--- src/rtl/mem_port_arbiter_if.sv ---
// Handshake bundle between the fetch/data requesters, the memory port arbiter and the memory.
// The slave modport is the arbiter's view; master is the environment (requesters plus memory).
interface mem_port_arbiter_if #(
    parameter int unsigned AWIDTH = 32,
    parameter int unsigned DWIDTH = 32
);
    // Fetch requester
    logic              if_req_i;
    logic [AWIDTH-1:0] if_addr_i;
    logic              if_gnt_o;
    logic              if_rvalid_o;
    logic [DWIDTH-1:0] if_rdata_o;

    // Data (load/store) requester
    logic              dm_req_i;
    logic              dm_we_i;
    logic [AWIDTH-1:0] dm_addr_i;
    logic [DWIDTH-1:0] dm_wdata_i;
    logic [1:0]        dm_size_i;
    logic              dm_gnt_o;
    logic              dm_rvalid_o;
    logic [DWIDTH-1:0] dm_rdata_o;

    // Memory side
    logic              mem_req_o;
    logic              mem_we_o;
    logic [AWIDTH-1:0] mem_addr_o;
    logic [DWIDTH-1:0] mem_wdata_o;
    logic [1:0]        mem_size_o;
    logic              mem_rvalid_i;
    logic [DWIDTH-1:0] mem_rdata_i;

    modport slave (
        input  if_req_i, if_addr_i,
        output if_gnt_o, if_rvalid_o, if_rdata_o,
        input  dm_req_i, dm_we_i, dm_addr_i, dm_wdata_i, dm_size_i,
        output dm_gnt_o, dm_rvalid_o, dm_rdata_o,
        output mem_req_o, mem_we_o, mem_addr_o, mem_wdata_o, mem_size_o,
        input  mem_rvalid_i, mem_rdata_i
    );

    modport master (
        output if_req_i, if_addr_i,
        input  if_gnt_o, if_rvalid_o, if_rdata_o,
        output dm_req_i, dm_we_i, dm_addr_i, dm_wdata_i, dm_size_i,
        input  dm_gnt_o, dm_rvalid_o, dm_rdata_o,
        input  mem_req_o, mem_we_o, mem_addr_o, mem_wdata_o, mem_size_o,
        output mem_rvalid_i, mem_rdata_i
    );
endinterface

--- src/rtl/mem_port_arbiter.sv ---
// Shares one memory port between instruction fetch and data access, one transaction in flight.
// Define MEM_ARB_STARVE_GUARD_EN to force a fetch grant after STARVE_MAX back-to-back data grants.
module mem_port_arbiter #(
    parameter int unsigned AWIDTH     = 32,
    parameter int unsigned DWIDTH     = 32,
    parameter int unsigned STARVE_MAX = 4
) (
    input  logic                clk,
    input  logic                reset,
    mem_port_arbiter_if.slave   bus,
    output logic                busy_o
);

    if (STARVE_MAX < 1 || STARVE_MAX > 15) begin : g_starve_max_check
        $error("mem_port_arbiter: STARVE_MAX must be in 1..15");
    end

    typedef enum logic [0:0] {StIdle, StWait} state_e;
    typedef enum logic [1:0] {OwnNone, OwnFetch, OwnData} owner_e;

    state_e state_q, state_d;
    owner_e owner_q, owner_d;

    logic              fetch_priority;
    logic              grant_if;
    logic              grant_dm;
    logic              mem_req;
    logic              mem_we;
    logic [AWIDTH-1:0] mem_addr;
    logic [DWIDTH-1:0] mem_wdata;
    logic [1:0]        mem_size;
    logic              if_rvalid;
    logic [DWIDTH-1:0] if_rdata;
    logic              dm_rvalid;
    logic [DWIDTH-1:0] dm_rdata;
    logic              busy;

`ifdef MEM_ARB_STARVE_GUARD_EN
    logic [3:0] starve_q, starve_d;

    assign fetch_priority = (starve_q == 4'(STARVE_MAX));

    // Counts data grants that overtook a waiting fetch; any idle cycle without fetch resets it.
    always_comb begin
        starve_d = starve_q;
        if (!reset && state_q == StIdle) begin
            if (!bus.if_req_i || grant_if) begin
                starve_d = '0;
            end else if (grant_dm && starve_q != 4'hF) begin
                starve_d = starve_q + 4'd1;
            end
        end
    end

    always_ff @(posedge clk or posedge reset) begin
        if (reset) begin
            starve_q <= '0;
        end else begin
            starve_q <= starve_d;
        end
    end
`else
    assign fetch_priority = 1'b0;
`endif

    always_comb begin
        state_d   = state_q;
        owner_d   = owner_q;
        grant_if  = 1'b0;
        grant_dm  = 1'b0;
        mem_req   = 1'b0;
        mem_we    = 1'b0;
        mem_addr  = '0;
        mem_wdata = '0;
        mem_size  = '0;
        if_rvalid = 1'b0;
        if_rdata  = '0;
        dm_rvalid = 1'b0;
        dm_rdata  = '0;
        busy      = 1'b0;

        // Reset forces every output low even while requests are present.
        if (!reset) begin
            unique case (state_q)
                StIdle: begin
                    grant_if = bus.if_req_i && (!bus.dm_req_i || fetch_priority);
                    grant_dm = bus.dm_req_i && !grant_if;
                    if (grant_if) begin
                        mem_req  = 1'b1;
                        mem_addr = bus.if_addr_i;
                        mem_size = 2'b10;
                        owner_d  = OwnFetch;
                        state_d  = StWait;
                    end else if (grant_dm) begin
                        mem_req   = 1'b1;
                        mem_we    = bus.dm_we_i;
                        mem_addr  = bus.dm_addr_i;
                        mem_wdata = bus.dm_wdata_i;
                        mem_size  = bus.dm_size_i;
                        owner_d   = OwnData;
                        state_d   = StWait;
                    end
                end
                StWait: begin
                    busy = 1'b1;
                    if (bus.mem_rvalid_i) begin
                        if (owner_q == OwnFetch) begin
                            if_rvalid = 1'b1;
                            if_rdata  = bus.mem_rdata_i;
                        end else if (owner_q == OwnData) begin
                            dm_rvalid = 1'b1;
                            dm_rdata  = bus.mem_rdata_i;
                        end
                        owner_d = OwnNone;
                        state_d = StIdle;
                    end
                end
                default: begin
                    state_d = StIdle;
                    owner_d = OwnNone;
                end
            endcase
        end
    end

    always_ff @(posedge clk or posedge reset) begin
        if (reset) begin
            state_q <= StIdle;
            owner_q <= OwnNone;
        end else begin
            state_q <= state_d;
            owner_q <= owner_d;
        end
    end

    assign bus.if_gnt_o    = grant_if;
    assign bus.if_rvalid_o = if_rvalid;
    assign bus.if_rdata_o  = if_rdata;
    assign bus.dm_gnt_o    = grant_dm;
    assign bus.dm_rvalid_o = dm_rvalid;
    assign bus.dm_rdata_o  = dm_rdata;
    assign bus.mem_req_o   = mem_req;
    assign bus.mem_we_o    = mem_we;
    assign bus.mem_addr_o  = mem_addr;
    assign bus.mem_wdata_o = mem_wdata;
    assign bus.mem_size_o  = mem_size;
    assign busy_o          = busy;

endmodule

--- src/flat_wrapper.sv ---
// flat-port wrapper written by rule: the top's interface ports become plain ports
module mem_port_arbiter_flat 
#(
    parameter int unsigned AWIDTH     = 32,
    parameter int unsigned DWIDTH     = 32,
    parameter int unsigned STARVE_MAX = 4
)
  (clk, reset, busy_o, bus_if_req_i, bus_if_addr_i, bus_if_gnt_o, bus_if_rvalid_o, bus_if_rdata_o, bus_dm_req_i, bus_dm_we_i, bus_dm_addr_i, bus_dm_wdata_i, bus_dm_size_i, bus_dm_gnt_o, bus_dm_rvalid_o, bus_dm_rdata_o, bus_mem_req_o, bus_mem_we_o, bus_mem_addr_o, bus_mem_wdata_o, bus_mem_size_o, bus_mem_rvalid_i, bus_mem_rdata_i);
  mem_port_arbiter_if #(.AWIDTH(AWIDTH), .DWIDTH(DWIDTH)) bus_i ();
  input  logic clk;
  input  logic reset;
  output logic busy_o;
  input wire logic [$bits(bus_i.if_req_i)-1:0] bus_if_req_i;
  input wire logic [$bits(bus_i.if_addr_i)-1:0] bus_if_addr_i;
  output wire logic [$bits(bus_i.if_gnt_o)-1:0] bus_if_gnt_o;
  output wire logic [$bits(bus_i.if_rvalid_o)-1:0] bus_if_rvalid_o;
  output wire logic [$bits(bus_i.if_rdata_o)-1:0] bus_if_rdata_o;
  input wire logic [$bits(bus_i.dm_req_i)-1:0] bus_dm_req_i;
  input wire logic [$bits(bus_i.dm_we_i)-1:0] bus_dm_we_i;
  input wire logic [$bits(bus_i.dm_addr_i)-1:0] bus_dm_addr_i;
  input wire logic [$bits(bus_i.dm_wdata_i)-1:0] bus_dm_wdata_i;
  input wire logic [$bits(bus_i.dm_size_i)-1:0] bus_dm_size_i;
  output wire logic [$bits(bus_i.dm_gnt_o)-1:0] bus_dm_gnt_o;
  output wire logic [$bits(bus_i.dm_rvalid_o)-1:0] bus_dm_rvalid_o;
  output wire logic [$bits(bus_i.dm_rdata_o)-1:0] bus_dm_rdata_o;
  output wire logic [$bits(bus_i.mem_req_o)-1:0] bus_mem_req_o;
  output wire logic [$bits(bus_i.mem_we_o)-1:0] bus_mem_we_o;
  output wire logic [$bits(bus_i.mem_addr_o)-1:0] bus_mem_addr_o;
  output wire logic [$bits(bus_i.mem_wdata_o)-1:0] bus_mem_wdata_o;
  output wire logic [$bits(bus_i.mem_size_o)-1:0] bus_mem_size_o;
  input wire logic [$bits(bus_i.mem_rvalid_i)-1:0] bus_mem_rvalid_i;
  input wire logic [$bits(bus_i.mem_rdata_i)-1:0] bus_mem_rdata_i;
  assign bus_i.if_req_i = bus_if_req_i;
  assign bus_i.if_addr_i = bus_if_addr_i;
  assign bus_if_gnt_o = bus_i.if_gnt_o;
  assign bus_if_rvalid_o = bus_i.if_rvalid_o;
  assign bus_if_rdata_o = bus_i.if_rdata_o;
  assign bus_i.dm_req_i = bus_dm_req_i;
  assign bus_i.dm_we_i = bus_dm_we_i;
  assign bus_i.dm_addr_i = bus_dm_addr_i;
  assign bus_i.dm_wdata_i = bus_dm_wdata_i;
  assign bus_i.dm_size_i = bus_dm_size_i;
  assign bus_dm_gnt_o = bus_i.dm_gnt_o;
  assign bus_dm_rvalid_o = bus_i.dm_rvalid_o;
  assign bus_dm_rdata_o = bus_i.dm_rdata_o;
  assign bus_mem_req_o = bus_i.mem_req_o;
  assign bus_mem_we_o = bus_i.mem_we_o;
  assign bus_mem_addr_o = bus_i.mem_addr_o;
  assign bus_mem_wdata_o = bus_i.mem_wdata_o;
  assign bus_mem_size_o = bus_i.mem_size_o;
  assign bus_i.mem_rvalid_i = bus_mem_rvalid_i;
  assign bus_i.mem_rdata_i = bus_mem_rdata_i;
  mem_port_arbiter #(.AWIDTH(AWIDTH), .DWIDTH(DWIDTH), .STARVE_MAX(STARVE_MAX)) u_core (.clk(clk), .reset(reset), .bus(bus_i), .busy_o(busy_o));
endmodule
--- config.mk ---
export PLATFORM = sky130hd
export DESIGN_NAME = mem_port_arbiter_flat
export DESIGN_NICKNAME = d
export VERILOG_FILES = /design/src/rtl/mem_port_arbiter_if.sv /design/src/rtl/mem_port_arbiter.sv /design/src/flat_wrapper.sv
export SDC_FILE = /design/constraint.sdc
export NUM_CORES = 1
export LEC_CHECK = 0
export CORE_AREA = 4 4 104 106
export DETAILED_ROUTE_END_ITERATION = 16
export DIE_AREA = 0 0 108 110
export HOLD_SLACK_MARGIN = 0.05
export PLACE_DENSITY_LB_ADDON = 0.05
export SKIP_LAST_GASP = 1
export SLEW_MARGIN = 0
export SYNTH_ARGS = -nofsm -noshare
export SYNTH_HDL_FRONTEND = slang
export SYNTH_SLANG_ARGS = --single-unit
--- constraint.sdc ---
create_clock -name clk -period 1.8 [get_ports clk]
set_clock_uncertainty 0.15 [all_clocks]
set_input_delay 0.36 -clock clk [delete_from_list [all_inputs] [get_ports clk]]
set_output_delay 0.36 -clock clk [all_outputs]
set_load 0.02 [all_outputs]
==> results by group <==
Routing
  • Number of detailed-route iterations in the first pass: 4
  • Drc violations: 0
  • Number of nets with antenna violations after detailed routing: 0
  • Via/cell ratio: 4.23
  • Via total after detailed routing: 2878
  • Total length of routed wires: 11600 um
  • Routed len/inst: 17.1 um
  • Violation count after the first detailed-routing iteration: 69

Synthesis
  • Cell Area, Synth: 1510 um2
  • Mean Syn Cell Area: 6.06 um2
  • Syn. warnings: 0
  • Number of instances in the synthesized netlist: 249
  • Sequential fraction of the synthesis area: 0.0498
  • Register bit total from synthesis: 3
  • Number of nets in the synthesized netlist: 385
  • Biggest area consumer among synthesized cells: sky130_fd_sc_hd__and2_1
  • Count of different cell masters after synthesis: 21
  • Fraction of post-synthesis cell area in the top cell type by area: 0.257
  • Cells taking the most area after synthesis: sky130_fd_sc_hd__and2_1, sky130_fd_sc_hd__nand3b_1, sky130_fd_sc_hd__and3_1

Global routing
  • Pin count of the biggest net entering global routing: 36
  • All-Layer GR Usage: 0.164
  • Global-route wire length before repair: 15500 um
  • Via count of the first global-routing pass: 2846
  • Initial antenna violation count: 0
  • Sum of overflow across all layers after global routing: 0

Layout
  • Antenna diode count: 0
  • Share of cells above drive strength 1: 0.530
  • Final core utilization: 0.553
  • Commonest non-fill, non-tap cells in the layout: sky130_fd_sc_hd__clkdlybuf4s50_1, sky130_fd_sc_hd__buf_6, sky130_fd_sc_hd__and2_4
  • Area of the multi-input gates: 1680 um2
  • Post-layout net count: 684
  • Leading cell type in the layout, fill and taps excluded: sky130_fd_sc_hd__clkdlybuf4s50_1
  • Sequential cell area: 76.3 um2
  • # fillers: 922
  • Synth-to-layout area growth: 259%

Outcome
  • Violated checks: setup timing
  • Outcome: complete, but fails checks

Worst setup path
  • Worst setup path class: reg2out
  • Required time worst endpoint: 1.29 ns
  • Capturing element type of the critical path: output pin
  • Critical path arrival: 1.59 ns
  • Setup crit start kind: flop
  • Highest fanout seen on the critical path: 4

Place
  • Detailed Place HPWL: 7850 um
  • Input/output buffers: 272
  • Final GP Congestion: 0.677

Timing
  • Actual slew at the worst max-slew pin: 0.288 ns
  • Number of failing hold endpoints at the final stage: 0
  • Time the worst path needs with I/O delays and setup: 2.10 ns
  • Setup repair after global routing missed its margin: true
  • Fmax: 0.475 GHz
  • Final setup vio count: 136
  • Number of max-slew violations in the final report: 0
  • Final hold slack: 0.382 ns
  • Setup_tns: -32.88 ns
  • PnR worst setup slack: -0.304 ns
  • Worst slew slack as a fraction of its limit: 0.806
  • Final period utilization: 1.17

Die
  • Number of I/O pins: 273
  • Die height: 110 um
  • Die W: 108 um
  • Initial standard-cell utilization of the core: 0.154
  • Std cell rows: 36
  • Die area: 11900 um2
  • Core box area: 9770 um2

CTS
  • Largest buffer count on any clock path: 2
  • Number of clock sinks: 3
  • Number of H-tree branching levels: 1
  • Clock latency of the later-clocked register in the worst-skew pair: 0.22 ns
  • Total CTS buffers: 3
  • Clock slew at the register clock pins of the worst setup and hold paths: 0.03 ns
  • Clock tree from TritonCTS: built
  • Root buffer cell: sky130_fd_sc_hd__clkbuf_8

Power
  • Pwr per Cell Area: 367 nW/um2
  • Leakage: 2.49 nW
  • Worst supply voltage drop on vdd: 0.151 mV

Hold path
  • Hold WC Path Type: in2reg

Job
  • Max-cap violations: 0
[state kept, by name, summed over array words and instances, names as in the netlist]
name,flops
u_core.state_q,1
u_core.owner_q,2
[cell usage after synthesis, drive strengths merged]
master and number:
and2 65, a21oi 35, and3 34, nand2 33
nand3b 32, clkbuf 16, buf 12, inv 5
nor2 4, dfrtp 3, nand2b 2, nor4 2
o21ai 2, a2bb2oi 1, o22ai 1, o32ai 1
or2 1
[power breakdown]
group	leakage, nW	internal [mW]	switching, mW
clock	0.0228	0.151	0.0468
combinational	2.43	0.955	0.715
sequential	0.0357	0.0893	0.0252
[worst paths after layout]
check                                    endpoint  depth (start not counted)  slack (ns)         startpoint
worst max-delay path            bus_if_rdata_o[0]                          6       -0.30  u_core.owner_q[0]
worst min-delay path               u_core.state_q                          3        0.38              reset
worst max register to register     u_core.state_q                          4        0.33     u_core.state_q
worst min register to register     u_core.state_q                          2        0.49     u_core.state_q
max in group asynchronous          u_core.state_q                          3        0.80              reset
min in group asynchronous       u_core.owner_q[0]                          3        0.51              reset
[timing repair]
item,4_1_cts,5_1_grt
buffers inserted,11,7
endpoints found under the hold margin,3,0
cloned,9,9
endpoints found under the setup margin,137,137
hold buffers,1,0
pin swaps,36,23
gates resized for setup,686,184
[worst max-delay path: stages, from the launching register on]
cell and delay, ns:
sky130_fd_sc_hd__dfrtp_1 0.42, sky130_fd_sc_hd__inv_2 0.07, sky130_fd_sc_hd__nor4_4 0.30, sky130_fd_sc_hd__buf_4 0.20
sky130_fd_sc_hd__clkbuf_16 0.15, sky130_fd_sc_hd__and2_4 0.13, sky130_fd_sc_hd__buf_6 0.11
[cells by family after synthesis]
group	synth area share
and+or+nand+nor	0.707
AOI/OAI and AO/OA	0.139
buffers and inverters	0.105
DFF	0.0498
[metrics by stage]
step	area [um2]	worst slack, ns	total power [mW]	std cells
2_1_floorplan	1510	-0.0132	0.611	249
3_3_place_gp	4500	-0.994	1.34	644
3_5_place_dp	4500	-1.03	1.35	644
4_1_cts	4940	-0.346	1.73	669
5_1_grt	5410	-0.388	2.10	680
6_report	5410	-0.304	1.98	680
[layer usage]
| metal | wire length (um) | vias up | GRT usage |
|---|---|---|---|
| met5 | 0 | - | 0 |
| met4 | 139 | 0 | 0.0234 |
| met3 | 1300 | 12 | 0.0588 |
| met2 | 6190 | 165 | 0.321 |
| met1 | 3990 | 1268 | 0.171 |
| li1 | - | 1433 | - |
[final cells by class]
cell class                 instances  area share
inverter                           5     0.00347
clock buffer                       4     0.00833
tap                              133      0.0308
sequential                         3      0.0141
timing repair buffer             322       0.632
multi-input combinational        213       0.311
(Power assumes the default switching activity.)
